**src/rtl/pong_engine.sv**
```systemverilog
// pong_engine
// Game core for the VGA paddle/ball demo. Holds the paddle and ball state and
// moves the ball with a signed per-axis velocity. Wall and paddle bounces are
// resolved once per frame. Score and lives are tracked through a
// SERVE / PLAY / OVER state machine. Ball, paddle and border are rendered into
// registered 4-bit RGB.
//
// Ports:
//   clk          pixel clock
//   reset        synchronous, active-high; has priority over frame_tick
//   frame_tick   one-cycle pulse per frame; game state changes only here
//   btn_left     paddle left (already synchronised)
//   btn_right    paddle right (already synchronised)
//   display_en   visible-area flag from vga_sync
//   x_pos/y_pos  current pixel coordinate from vga_sync
//   red/green/blue  registered pixel colour, one clock after x_pos/y_pos
//   score        paddle hits, saturating at 255
//   lives        remaining lives
//   game_over    high while in OVER
module pong_engine #(
    parameter int H_ACTIVE     = 800,
    parameter int V_ACTIVE     = 600,
    parameter int COORD_W      = 11,
    parameter int BORDER       = 20,
    parameter int PADDLE_W     = 150,
    parameter int PADDLE_H     = 20,
    parameter int PADDLE_Y     = 560,
    parameter int BALL_SIZE    = 20,
    parameter int BALL_SPEED   = 4,
    parameter int PADDLE_STEP  = 8,
    parameter int LIVES        = 3,
    parameter int SERVE_FRAMES = 60
) (
    input  logic               clk,
    input  logic               reset,
    input  logic               frame_tick,
    input  logic               btn_left,
    input  logic               btn_right,
    input  logic               display_en,
    input  logic [COORD_W-1:0] x_pos,
    input  logic [COORD_W-1:0] y_pos,
    output logic [3:0]         red,
    output logic [3:0]         green,
    output logic [3:0]         blue,
    output logic [7:0]         score,
    output logic [2:0]         lives,
    output logic               game_over
);

    localparam int CW1   = COORD_W + 1;
    localparam int CNT_W = (SERVE_FRAMES > 1) ? $clog2(SERVE_FRAMES) : 1;

    localparam logic [1:0] ST_SERVE = 2'd0;
    localparam logic [1:0] ST_PLAY  = 2'd1;
    localparam logic [1:0] ST_OVER  = 2'd2;

    // Signed physics constants: one extra bit so no step can wrap.
    localparam logic signed [COORD_W:0] C_ZERO    = CW1'(0);
    localparam logic signed [COORD_W:0] C_BORDER  = CW1'(BORDER);
    localparam logic signed [COORD_W:0] C_XR      = CW1'(H_ACTIVE - BORDER);
    localparam logic signed [COORD_W:0] C_BALL    = CW1'(BALL_SIZE);
    localparam logic signed [COORD_W:0] C_BX_MAX  = CW1'(H_ACTIVE - BORDER - BALL_SIZE);
    localparam logic signed [COORD_W:0] C_PAD_Y   = CW1'(PADDLE_Y);
    localparam logic signed [COORD_W:0] C_PAD_BOT = CW1'(PADDLE_Y + PADDLE_H);
    localparam logic signed [COORD_W:0] C_BY_HIT  = CW1'(PADDLE_Y - BALL_SIZE);
    localparam logic signed [COORD_W:0] C_PAD_W   = CW1'(PADDLE_W);
    localparam logic signed [COORD_W:0] C_PSTEP   = CW1'(PADDLE_STEP);
    localparam logic signed [COORD_W:0] C_PAD_MIN = CW1'(BORDER);
    localparam logic signed [COORD_W:0] C_PAD_MAX = CW1'(H_ACTIVE - BORDER - PADDLE_W);
    localparam logic signed [COORD_W:0] C_SPD_P   = CW1'(BALL_SPEED);
    localparam logic signed [COORD_W:0] C_SPD_N   = CW1'(-BALL_SPEED);

    // Unsigned constants for reset/recentre values and rendering.
    localparam logic [COORD_W-1:0] U_PAD_X0  = COORD_W'((H_ACTIVE - PADDLE_W) / 2);
    localparam logic [COORD_W-1:0] U_BALL_X0 = COORD_W'((H_ACTIVE - BALL_SIZE) / 2);
    localparam logic [COORD_W-1:0] U_BALL_Y0 = COORD_W'((V_ACTIVE - BALL_SIZE) / 2);
    localparam logic [COORD_W:0]   U_BALL    = CW1'(BALL_SIZE);
    localparam logic [COORD_W:0]   U_PAD_W   = CW1'(PADDLE_W);
    localparam logic [COORD_W:0]   U_PAD_Y   = CW1'(PADDLE_Y);
    localparam logic [COORD_W:0]   U_PAD_BOT = CW1'(PADDLE_Y + PADDLE_H);
    localparam logic [COORD_W:0]   U_BORDER  = CW1'(BORDER);
    localparam logic [COORD_W:0]   U_XR      = CW1'(H_ACTIVE - BORDER);
    localparam logic [CNT_W-1:0]   U_CNT_END = CNT_W'(SERVE_FRAMES - 1);

    logic [1:0]               r_state;
    logic [CNT_W-1:0]         r_serve_cnt;
    logic [COORD_W-1:0]       r_paddle_x;
    logic [COORD_W-1:0]       r_ball_x;
    logic [COORD_W-1:0]       r_ball_y;
    logic signed [COORD_W:0]  r_vx;
    logic signed [COORD_W:0]  r_vy;
    logic [7:0]               r_score;
    logic [2:0]               r_lives;
    logic                     r_game_over;
    logic [11:0]              r_rgb;

    logic signed [COORD_W:0]  w_px;
    logic signed [COORD_W:0]  w_bx;
    logic signed [COORD_W:0]  w_by;
    logic signed [COORD_W:0]  w_nx;
    logic signed [COORD_W:0]  w_ny;
    logic signed [COORD_W:0]  w_pad_move;
    logic signed [COORD_W:0]  w_pad_next;
    logic signed [COORD_W:0]  w_bx_next;
    logic signed [COORD_W:0]  w_vx_next;
    logic signed [COORD_W:0]  w_by_next;
    logic signed [COORD_W:0]  w_vy_next;
    logic                     w_hit;
    logic                     w_miss;
    logic [COORD_W:0]         w_xu;
    logic [COORD_W:0]         w_yu;
    logic                     w_in_ball;
    logic                     w_in_paddle;
    logic                     w_in_border;

    assign w_px = $signed({1'b0, r_paddle_x});
    assign w_bx = $signed({1'b0, r_ball_x});
    assign w_by = $signed({1'b0, r_ball_y});
    assign w_nx = w_bx + r_vx;
    assign w_ny = w_by + r_vy;

    // Paddle step from the buttons, clamped inside the side borders.
    always_comb begin
        w_pad_move = w_px;
        w_pad_next = w_px;
        if (btn_left && !btn_right) begin
            w_pad_move = w_px - C_PSTEP;
        end else if (btn_right && !btn_left) begin
            w_pad_move = w_px + C_PSTEP;
        end else begin
            w_pad_move = w_px;
        end
        if (w_pad_move < C_PAD_MIN) begin
            w_pad_next = C_PAD_MIN;
        end else if (w_pad_move > C_PAD_MAX) begin
            w_pad_next = C_PAD_MAX;
        end else begin
            w_pad_next = w_pad_move;
        end
    end

    // Ball motion for PLAY: X and Y resolve independently so corners reflect both.
    always_comb begin
        w_bx_next = w_nx;
        w_vx_next = r_vx;
        w_by_next = w_ny;
        w_vy_next = r_vy;
        if (w_nx < C_BORDER) begin
            w_bx_next = C_BORDER;
            w_vx_next = C_SPD_P;
        end else if (w_nx + C_BALL > C_XR) begin
            w_bx_next = C_BX_MAX;
            w_vx_next = C_SPD_N;
        end else begin
            w_bx_next = w_nx;
            w_vx_next = r_vx;
        end
        // Hit test uses the paddle position from before this frame's move.
        w_hit  = (r_vy > C_ZERO) && (w_by + C_BALL <= C_PAD_Y) &&
                 (w_ny + C_BALL >= C_PAD_Y) && (w_nx + C_BALL > w_px) &&
                 (w_nx < w_px + C_PAD_W);
        w_miss = (w_ny + C_BALL > C_PAD_BOT);
        if (w_ny < C_BORDER) begin
            w_by_next = C_BORDER;
            w_vy_next = C_SPD_P;
        end else if (w_hit) begin
            w_by_next = C_BY_HIT;
            w_vy_next = C_SPD_N;
        end else begin
            w_by_next = w_ny;
            w_vy_next = r_vy;
        end
    end

    // Game state machine, advanced once per frame_tick.
    always_ff @(posedge clk) begin
        if (reset) begin
            r_state     <= ST_SERVE;
            r_serve_cnt <= '0;
            r_paddle_x  <= U_PAD_X0;
            r_ball_x    <= U_BALL_X0;
            r_ball_y    <= U_BALL_Y0;
            r_vx        <= C_SPD_P;
            r_vy        <= C_SPD_N;
            r_score     <= 8'd0;
            r_lives     <= 3'(LIVES);
            r_game_over <= 1'b0;
        end else if (frame_tick) begin
            case (r_state)
                ST_SERVE: begin
                    r_paddle_x <= w_pad_next[COORD_W-1:0];
                    r_ball_x   <= U_BALL_X0;
                    r_ball_y   <= U_BALL_Y0;
                    if (r_serve_cnt == U_CNT_END) begin
                        r_state     <= ST_PLAY;
                        r_serve_cnt <= '0;
                        r_vx        <= C_SPD_P;
                        r_vy        <= C_SPD_N;
                    end else begin
                        r_serve_cnt <= r_serve_cnt + CNT_W'(1);
                    end
                end
                ST_PLAY: begin
                    r_paddle_x <= w_pad_next[COORD_W-1:0];
                    if (w_miss && !w_hit) begin
                        r_lives <= r_lives - 3'd1;
                        if (r_lives == 3'd1) begin
                            // Ball freezes where it was when the last life is lost.
                            r_state     <= ST_OVER;
                            r_game_over <= 1'b1;
                        end else begin
                            r_state     <= ST_SERVE;
                            r_serve_cnt <= '0;
                            r_ball_x    <= U_BALL_X0;
                            r_ball_y    <= U_BALL_Y0;
                        end
                    end else begin
                        r_ball_x <= w_bx_next[COORD_W-1:0];
                        r_vx     <= w_vx_next;
                        r_ball_y <= w_by_next[COORD_W-1:0];
                        r_vy     <= w_vy_next;
                        if (w_hit && (r_score != 8'hFF)) begin
                            r_score <= r_score + 8'd1;
                        end
                    end
                end
                ST_OVER: begin
                    if (btn_left && btn_right) begin
                        r_state     <= ST_SERVE;
                        r_serve_cnt <= '0;
                        r_lives     <= 3'(LIVES);
                        r_score     <= 8'd0;
                        r_ball_x    <= U_BALL_X0;
                        r_ball_y    <= U_BALL_Y0;
                        r_vx        <= C_SPD_P;
                        r_vy        <= C_SPD_N;
                        r_game_over <= 1'b0;
                    end
                end
                default: begin
                    r_state     <= ST_SERVE;
                    r_serve_cnt <= '0;
                    r_game_over <= 1'b0;
                end
            endcase
        end
    end

    assign w_xu = {1'b0, x_pos};
    assign w_yu = {1'b0, y_pos};

    // Object hit-tests for the current pixel, half-open unsigned ranges.
    always_comb begin
        w_in_ball   = (w_xu >= {1'b0, r_ball_x}) && (w_xu < {1'b0, r_ball_x} + U_BALL) &&
                      (w_yu >= {1'b0, r_ball_y}) && (w_yu < {1'b0, r_ball_y} + U_BALL);
        w_in_paddle = (w_xu >= {1'b0, r_paddle_x}) && (w_xu < {1'b0, r_paddle_x} + U_PAD_W) &&
                      (w_yu >= U_PAD_Y) && (w_yu < U_PAD_BOT);
        w_in_border = (w_xu < U_BORDER) || (w_xu >= U_XR) ||
                      (w_yu < U_BORDER) || (w_yu >= U_PAD_BOT);
    end

    // Registered pixel colour: ball over paddle over border over background.
    always_ff @(posedge clk) begin
        if (reset) begin
            r_rgb <= 12'h000;
        end else if (!display_en) begin
            r_rgb <= 12'h000;
        end else if (w_in_ball) begin
            r_rgb <= 12'h00F;
        end else if (w_in_paddle) begin
            r_rgb <= 12'h0F0;
        end else if (w_in_border) begin
            r_rgb <= 12'h000;
        end else if (r_state == ST_OVER) begin
            r_rgb <= 12'hF00;
        end else begin
            r_rgb <= 12'hFFF;
        end
    end

    assign red       = r_rgb[11:8];
    assign green     = r_rgb[7:4];
    assign blue      = r_rgb[3:0];
    assign score     = r_score;
    assign lives     = r_lives;
    assign game_over = r_game_over;

endmodule

```
**config.mk**
```make
export PLATFORM = sky130hd
export DESIGN_NAME = pong_engine
export DESIGN_NICKNAME = d
export VERILOG_FILES = /design/src/rtl/pong_engine.sv
export SDC_FILE = /design/constraint.sdc
export NUM_CORES = 1
export LEC_CHECK = 0
export BUFFER_PORTS_ARGS = -buffer_cell sky130_fd_sc_hd__clkbuf_2
export CAP_MARGIN = 20
export CORE_UTILIZATION = 59
export CTS_BUF_LIST = sky130_fd_sc_hd__clkbuf_4 sky130_fd_sc_hd__clkbuf_8
export DETAILED_ROUTE_END_ITERATION = 12
export PLACE_DENSITY = 0.78
export SETUP_SLACK_MARGIN = 0.1
export SYNTH_ARGS = -nofsm -noshare
export SYNTH_HDL_FRONTEND = slang
export SYNTH_SLANG_ARGS = --single-unit
```
**constraint.sdc**
```tcl
create_clock -name clk -period 8.19 [get_ports clk]
set_input_delay 0.819 -clock clk [delete_from_list [all_inputs] [get_ports clk]]
set_output_delay 0.819 -clock clk [all_outputs]
set_load 0.01 [all_outputs]
```
Word-level counts from Yosys, hierarchy flattened
Cells that the tools add are included.
{"block": "word_totals", "inputBits": 28, "regBits": 89}
{"block": "op_classes", "n_eq_ne": 15, "addsub": 14, "mux": 53, "bitwise_logic": 2, "order_cmp": 23, "reduce_logical": 37}
{"op": "12-bit two-way mux", "count": 12}
{"op": "11-bit two-way mux", "count": 12}
{"op": "12-bit case mux with 3 select lines", "count": 2}
{"op": "11-bit case mux with 3 select lines", "count": 2}
{"op": "8-bit two-way mux", "count": 6}
{"op": "11-bit by 5-bit adder with 12-bit output, second input constant", "count": 3}
{"op": "12-bit by 11-bit > comparator with 1-bit output, second input constant", "count": 3}
{"op": "11-bit by 12-bit < comparator with 1-bit output", "count": 3}
{"op": "12-bit by 6-bit < comparator with 1-bit output, second input constant", "count": 3}
{"op": "11-bit by 10-bit greater-or-equal comparator with 1-bit output, second input constant", "count": 3}
{"op": "11-bit greater-or-equal comparator", "count": 3}
{"op": "11-bit by 8-bit adder with 12-bit output, second input constant", "count": 2}
{"op": "12-bit adder", "count": 2}
{"op": "12-bit by 6-bit adder with 12-bit output, second input constant", "count": 2}
{"op": "6-bit two-way mux", "count": 4}
{"op": "11-bit by 5-bit < comparator with 1-bit output, second input constant", "count": 2}
{"op": "6-bit case mux with 3 select lines", "count": 1}
{"op": "8-bit case mux with 2 select lines", "count": 1}
{"op": "4-bit AND reduction", "count": 4}
{"op": "1-bit logical AND", "count": 15}
{"op": "2-bit inequality test, second input constant", "count": 7}
{"op": "11-bit by 4-bit adder with 12-bit output, second input constant", "count": 1}
{"op": "12-bit by 11-bit greater-or-equal comparator with 1-bit output, second input constant", "count": 1}
{"op": "12-bit by 1-bit > comparator with 1-bit output, second input constant", "count": 1}
{"op": "other kinds (33)", "count": 49}

Depth between registers and ports, before layout
Gate-level depths: netlist of run 1.
{"block": "depth", "depth_word": 10, "depth_mapped": 20, "mapped_depth_nobuf": 19}

Least setup slack after synthesis of run 1
OpenSTA, ideal clock, no wires.
{"block": "synth_timing", "path_type": "register -> register", "from": "register r_vx[10]", "to": "register r_ball_x[7]", "path_stages_with_launch": 18, "arrival_ps": 4388, "t_required_ps": 8046, "synth_period_minus_slack_ps": 4533, "slack_ps": 3657, "path_cell_list": "dfxtp_1 ha_1 a211oi_1 nand4bb_1 a21boi_0 o211ai_1 o2111ai_2 ha_1 or3b_1 a21oi_1 a21oi_1 nor4_1 o21ai_0 a2111oi_1 and2_1 nand2_2 a221oi_2 o221ai_1"}
{"block": "synth_between", "elab_chain_len": 9}
{"element": "start: declaration", "line_no": "90", "rtl": "logic signed [COORD_W:0] r_vx;"}
{"element": "start signal: assignment", "line_no": "219", "rtl": "r_vx <= w_vx_next;"}
{"element": "12-bit adder *", "line_no": "119", "rtl": "assign w_nx = w_bx + r_vx;"}
{"element": "12-bit by 6-bit adder with 12-bit output", "line_no": "151, 160"}
{"element": "12-bit > comparator", "line_no": "160", "rtl": "(w_ny + C_BALL >= C_PAD_Y) && (w_nx + C_BALL > w_px) &&"}
{"element": "1-bit logical AND (2 in a row)", "line_no": "160"}
{"element": "1-bit zero test", "line_no": "205", "rtl": "if (w_miss && !w_hit) begin"}
{"element": "1-bit logical AND", "line_no": "205"}
{"element": "3-bit inequality test (no source line) / 11-bit two-way mux (equally long branches)"}
{"element": "4-bit AND reduction (no source line) / 11-bit case mux with 3 select lines (equally long branches)"}
{"element": "end signal: assignment", "line_no": "218", "rtl": "r_ball_x <= w_bx_next[COORD_W-1:0];"}
{"element": "end: declaration", "line_no": "88", "rtl": "logic [COORD_W-1:0] r_ball_x;"}
Every way passes the cells marked *; elsewhere a longest branch is shown, timed or not.
A chain may end at the register's enable or synchronous reset.

Worst setup path in the final report of run 1
{"block": "layout_timing", "from": "register r_vx[10]", "to": "register r_ball_y[5]"}
{"block": "layout_between", "elab_chain_len": 9}
{"element": "12-bit adder *", "line_no": "119"}
{"element": "12-bit by 6-bit adder with 12-bit output", "line_no": "160"}
{"element": "12-bit > comparator", "line_no": "160"}
{"element": "1-bit logical AND", "line_no": "160"}
{"element": "1-bit logical AND *", "line_no": "160"}
{"element": "11-bit two-way mux / 1-bit zero test (equally long branches)", "line_no": "166, 205"}
{"element": "11-bit two-way mux / 1-bit logical AND (equally long branches)", "line_no": "163, 205"}
{"element": "11-bit two-way mux / 3-bit inequality test (equally long branches)"}
{"element": "11-bit case mux with 3 select lines / 4-bit AND reduction (equally long branches)"}
{"element": "end signal: assignment", "line_no": "220", "rtl": "r_ball_y <= w_by_next[COORD_W-1:0];"}
{"element": "end: declaration", "line_no": "89", "rtl": "logic [COORD_W-1:0] r_ball_y;"}
Marks and branches as above.

==> results of run 1 <==
==> path summary, 6_finish.rpt <==
check | startpoint | end | slack, ns | depth (start not counted)
setup reg to reg | r_vx[10] | r_ball_y[5] | 2.51 | 17
setup / recovery | r_vx[10] | r_ball_y[5] | 2.51 | 17
hold reg to reg | game_over | game_over | 0.49 | 1
hold / removal | game_over | game_over | 0.49 | 1
==> per-stage QoR <==
step / hold slack, ns / cell area [sq um]
after detailed placement: 0.462 / 7380
after floorplan: 0.462 / 7120
final: 0.487 / 7470
after global placement: 0.454 / 7380
after global routing: 0.531 / 7470
after CTS: 0.491 / 7470
==> final cells by class <==
class / instances / area, sq um / area share
Sequential cell: 56 / 1120 / 0.150
Clock buffer: 5 / 68.8 / 0.00921
Multi-Input combinational cell: 764 / 5640 / 0.754
Tap cell: 143 / 179 / 0.0239
Inverter: 48 / 180 / 0.0241
Timing Repair Buffer: 52 / 263 / 0.0352
Clock inverter: 3 / 26.3 / 0.00352
==> worst max-delay path: stages, from the launching register on <==
cell       delay [ns]
dfxtp_1          0.59
ha_1             0.36
a211oi_1         0.48
nand4bb_1        0.22
a21boi_0         0.12
o211ai_1         0.21
o2111ai_2        0.18
ha_1             0.34
or3b_1           0.37
a21oi_1          0.13
a21oi_1          0.05
nor4_1           0.28
o21ai_0          0.15
a2111oi_1        0.81
nand2_1          0.16
nor2_1           0.67
o21ai_0          0.25
o32a_1           0.22
==> synth_stat cells (15+ instances only) <==
library cell / count / area share
nor3_1: 30 / 0.021
xnor2_1: 38 / 0.047
dfxtp_1: 56 / 0.16
ha_1: 114 / 0.20
a21oi_1: 59 / 0.041
clkbuf_1: 17 / 0.0090
nand3_1: 40 / 0.028
a21o_1: 19 / 0.020
o21a_1: 25 / 0.026
inv_1: 47 / 0.025
nand2_1: 60 / 0.032
nor2b_1: 15 / 0.013
o21ai_0: 52 / 0.037
nand2b_1: 17 / 0.015
nor2_1: 62 / 0.033
==> layout by cell type (no fill, tap or decap), types with 5 or more instances in the layout <==
cell	n
o211ai_1	9
dfxtp_1	56
nand2b_1	17
inv_1	47
and2_1	12
nand4_1	13
a31oi_1	11
and3_1	13
clkbuf_2	51
mux2i_1	12
nand3_1	40
xor2_1	12
nor3_1	30
nor4_1	8
or3_1	11
a21o_1	19
ha_1	114
nor2_1	62
xnor2_1	38
clkbuf_8	5
a22oi_1	6
nor2b_1	15
a21oi_1	59
o21ai_0	52
nand2_1	60
a211o_1	7
o21a_1	25
==> registers in the layout, indices dropped and copies added, names as in the netlist <==
name,flops
lives,3
game_over,1
r_paddle_x,11
r_state,2
r_vx,1
r_rgb,3
score,8
r_vy,1
r_ball_y,10
r_serve_cnt,6
r_ball_x,10
==> layer usage <==
layer	part of all wire	track usage	wire, um	vias to the layer above
met3	0.060	0.0278	1120	18
met1	0.48	0.428	8950	3232
met2	0.45	0.494	8330	239
met5	0	0	0	-
met4	0.015	0.0775	273	0
li1	-	-	-	3409
==> power by group <==
part / leakage, uW / switching, uW / internal, uW
Sequential: 0.000453 / 8.16 / 277
Clock: 0.0000423 / 110 / 62.7
Combinational: 0.00271 / 91.8 / 64.3
==> cell families (layout without fill, tap and decap cells) <==
group	count (synthesis)	after routing
flip-flops	56	56
multiplexers	15	15
AND/OR/NAND/NOR	309	309
buffers and inverters	81	108
XOR/XNOR	51	51
AO/OA/AOI/OAI	273	273
adder cells (fa/ha/maj)	116	116
==> summary.txt, run 1 <==
GRT
  – Vias in the first global route: about 6,400
  – Initial antenna violation count: 0
  – Global-route wire length before repair: approximately 31 mm
  – Largest net degree at the start of global routing: 42
  – Total track usage: 0.303
  – Gr ovfl total: 0

Synthesis
  – Asr flop ratio synth: 0
  – Post-Syn Nets: 1,045
  – #FFs+latches synth: 56
  – Mux cell area share after synthesis: 0.0216
  – Post-synthesis simple-gate area fraction: 0.227
  – Number of synthesized flops with an enable pin: 0
  – Yosys warns: 0
  – Main combinational cell family by area after synthesis: compound AO/OA/AOI/OAI gates
  – Synth Area in Adders: 0.206
  – Post-synthesis sequential area ratio: 0.157
  – Post-synthesis compound-gate area fraction: 0.273
  – Post-Syn Instances: around 900
  – XOR/XNOR share of the synthesized area: 0.0638
  – Synthesized area: roughly 7100 sq um
  – Synth cell types: 92
  – Post-synth top flop: dfxtp_1
  – Syn_area_per_cell: a little under 8 sq um

Power and ir drop
  – Peak VDD IR: 86.4 uV
  – PwrDens: 82.1 nW/um^2
  – Leakage: 0.00321 uW
  – Tot Pwr: ~610 uW

Setup path
  – Setup crit end kind: register
  – Critical-path maximum fanout: 11
  – CP required: approximately 8.4 ns
  – WS Path Type: register to register
  – CP Launch Type: register
  – Worst EP arrival: 5.91 ns

Timing
  – Least-Margin Pin Slew: roughly 0.86 ns
  – Max Freq: 176 MHz
  – RSZ-0062 raised after global routing: false
  – Fin crit period: 5.68 ns
  – Fin. max-slew vios: 0
  – Final worst-path cycle share: 0.693
  – Total negative slack: 0 ns
  – Layout Skew: approximately 0.0053 ns
  – Final setup fails: 0
  – Relative slew slack: 0.424
  – Hold Violations, Final: 0
  – Final WS setup: 2.51 ns

Placement
  – GPL Wtd Cong: 0.900
  – PortBufs: 51
  – Hpwl dp: 14.8 mm
  – Setup WS pre-CTS: 2.78 ns
  – Placed Instances: 1,063

Drt
  – Pre-Repair DR Iteration Count: 10
  – DRT Wirelength: ~19 mm
  – Vias: 6,898
  – DR WL/cell: around 17 um
  – DRC: 6
  – Initial drt markers: around 430
  – Antenna viol nets, final: 0
  – Vias per inst: ~6.4

Floorplanning
  – Die area: 12,500 sq um
  – # IOs: 52
  – Starting Density: 0.615
  – Die Height: 112 um
  – Site Rows: 39
  – Core Area: ~12,000 sq um
  – Die Wd: 112 um

CTS
  – Root Driver: clkbuf_8
  – Clk sinks: 56
  – Clock Latency Late Sink: 0.33 ns
  – Setup bufs post-CTS: 0
  – CTS resizes: 0
  – CTS tree: yes
  – Hold-fix buffers at CTS: 0
  – Worst-path clk slew: 0.11 ns
  – H-tree depth: 2
  – CTS Buffer Depth: 2
  – TritonCTS buffer count: 5

Finish
  – Final Non-Filler Cells: about 1,100
  – Final #Nets: between 1,000 and 1,500
  – Fraction of layout cells with a size suffix above 1: 0.109
  – Filler Cell Count: 1,059
  – Final core occ: 0.646
  – Diode count: 0
  – Layout area overhead: 4.99%

Run
  – Max-Cap Viols: 0

Hold path
  – Worst Hold Class: register to register

Status
  – Status: finished with violations
  – Failing checks: design-rule violations
No activity file was read; power rests on OpenSTA's default activity.
==> run 2: changes to the inputs <==
==> constraint.sdc (replaced) <==
create_clock -name clk -period 5.4 [get_ports clk]
set_input_delay 0.54 -clock clk [delete_from_list [all_inputs] [get_ports clk]]
set_output_delay 0.54 -clock clk [all_outputs]
set_load 0.01 [all_outputs]
==> run 2 against run 1 <==
Effect of this change: the flow still finishes with violations (design-rule violations); global-route usage down 0.76 points; clock power up 50%; utilization is 0.51 points higher; first-iteration DRC count grew 10%; routed wire length fell by 0.51%; critical path depth is 1 higher; cell count up 0.47%; sequential power rose by 51%; maximum frequency increased by 16%; highest routed layer unchanged.
==> summary.txt, run 2 (synthesis results as in run 1) <==
GRT
  – Initial antenna violation count: 0
  – Largest net degree at the start of global routing: 42
  – Vias in the first global route: 6,237
  – Global-route wire length before repair: 30.6 mm
  – Total track usage: 0.296
  – Gr ovfl total: 0

Hold path
  – Worst hold path endpoint: score[7]
  – Min-Delay Path Depth: 2
  – Worst Hold Class: register to register
  – Worst hold start: score[7]

CTS
  – H-tree depth: 2
  – Hold-fix buffers at CTS: 0
  – Setup bufs post-CTS: 0
  – Clock Latency Late Sink: between 0.3 and 0.4 ns
  – Root Driver: clkbuf_8
  – CTS resizes: 0
  – CTS Buffer Depth: 2
  – Clk sinks: 56
  – Worst-path clk slew: between 0.1 and 0.15 ns
  – TritonCTS buffer count: 5
  – CTS tree: yes

Drt
  – DRC: 6
  – Vias per inst: 6.37
  – DRT Wirelength: 18.6 mm
  – Antenna viol nets, final: 0
  – DR WL/cell: approximately 17 um
  – Pre-Repair DR Iteration Count: 10
  – Vias: 6,851
  – Initial drt markers: 478

Floorplanning
  – Site Rows: 39
  – Die Wd: 112 um
  – Die area: 12,500 sq um
  – Core Area: between 10,000 and 15,000 sq um
  – Die Height: 112 um
  – Starting Density: 0.615
  – # IOs: 52

Power and ir drop
  – Leakage: between 0.003 and 0.004 uW
  – PwrDens: approximately 120 nW/um^2
  – Peak VDD IR: just over 100 uV

Timing
  – Hold Violations, Final: 0
  – Least-Margin Pin Slew: 0.805 ns
  – RSZ-0062 raised after global routing: false
  – Fin. max-slew vios: 0
  – Total negative slack: 0 ns
  – Final WS setup: 0.491 ns
  – Layout Skew: about 0.010 ns
  – Max Freq: 204 MHz
  – Final setup fails: 0
  – Final worst-path cycle share: 0.909
  – Relative slew slack: 0.450
  – Fin crit period: roughly 4.9 ns

Setup path
  – R2R cell count: 18
  – Setup crit end kind: register
  – Critical-path maximum fanout: 11
  – CP Launch Type: register
  – Flop2flop setup slack: approximately 0.49 ns
  – Reg-to-Reg End: r_ball_x[7]
  – Worst EP arrival: 5.10 ns
  – WS Path Type: register to register
  – CP required: around 5.6 ns
  – Worst r2r src: r_vx[10]

Finish
  – Layout area overhead: 5.82%
  – Diode count: 0
  – Most common cell after layout, fill and taps aside: ha_1
  – Reg with most FFs: r_paddle_x
  – Final instance area: 7530 sq um
  – Final #Nets: 1,076
  – Max reg flops: 11
  – Commonest non-fill, non-tap cells in the layout: ha_1, nor2_1, nand2_1
  – Top flop regs: r_paddle_x: 11 flops, r_ball_x: 10 flops, r_ball_y: 10 flops
  – Fraction of layout cells with a size suffix above 1: 0.118

Status
  – Failing checks: design-rule violations
  – Status: finished with violations

Placement
  – GPL Wtd Cong: 0.913
  – PortBufs: 51
  – Hpwl dp: between 10 and 15 mm
  – Post-place instance area: 7420 sq um
  – Setup WS pre-CTS: 0.429 ns

Run
  – Max-Cap Viols: 0
## run 2: how the worst max path moves through the flow
stage	from	endpoint	cells after the start
after floorplan	r_vx[10]	r_ball_x[7]	17
after global routing	r_vx[10]	r_ball_x[7]	18
final	r_vx[10]	r_ball_x[7]	18
after global placement	r_vx[10]	r_ball_y[2]	18
after CTS	r_vx[10]	r_ball_x[7]	18
after detailed placement	r_vx[10]	r_ball_x[7]	18
## run 2: layout make-up
cell class                 instances  area (sq um)
tap                              143           179
timing repair buffer              57           300
inverter                          48           180
fill                            1038          4030
clock buffer                       5          68.8
sequential                        56          1120
clock inverter                     3          26.3
multi-input combinational        764          5660
## run 2: report_power, final
group	total (uW)	switching, uW	internal (uW)
combinational	236	139	97.7
sequential	431	11.9	420
clock	260	165	95.1
## run 2: routing by layer
layer / GRT usage / vias up / part of all wire
li1: - / 3418 / -
met1: 0.420 / 3177 / 0.48
met2: 0.473 / 233 / 0.44
met3: 0.0376 / 23 / 0.066
met4: 0.0694 / 0 / 0.016
met5: 0 / - / 0
## run 2: critical path: stages, from the launching register on
cell,delay [ns]
dfxtp_2,0.49
ha_1,0.36
a21o_1,0.21
a221oi_1,0.34
a21boi_0,0.17
o211ai_1,0.20
o2111ai_2,0.17
ha_1,0.34
or3b_1,0.37
a21oi_1,0.15
a21oi_1,0.07
nor4_1,0.23
o21ai_0,0.12
a2111oi_1,0.41
buf_4,0.19
and2_1,0.22
nand2_2,0.19
a221oi_2,0.37
o221ai_1,0.18
## run 2: through the flow
stage                     utilization  std cells  total power (uW)  hold slack [ns]
after floorplan                     -        901               607            0.462
after global routing            0.651       1076               974            0.534
after detailed placement        0.641       1068               672            0.466
after global placement          0.641       1068               667            0.460
after CTS                       0.649       1076               924            0.492
final                           0.651       1076               928            0.494
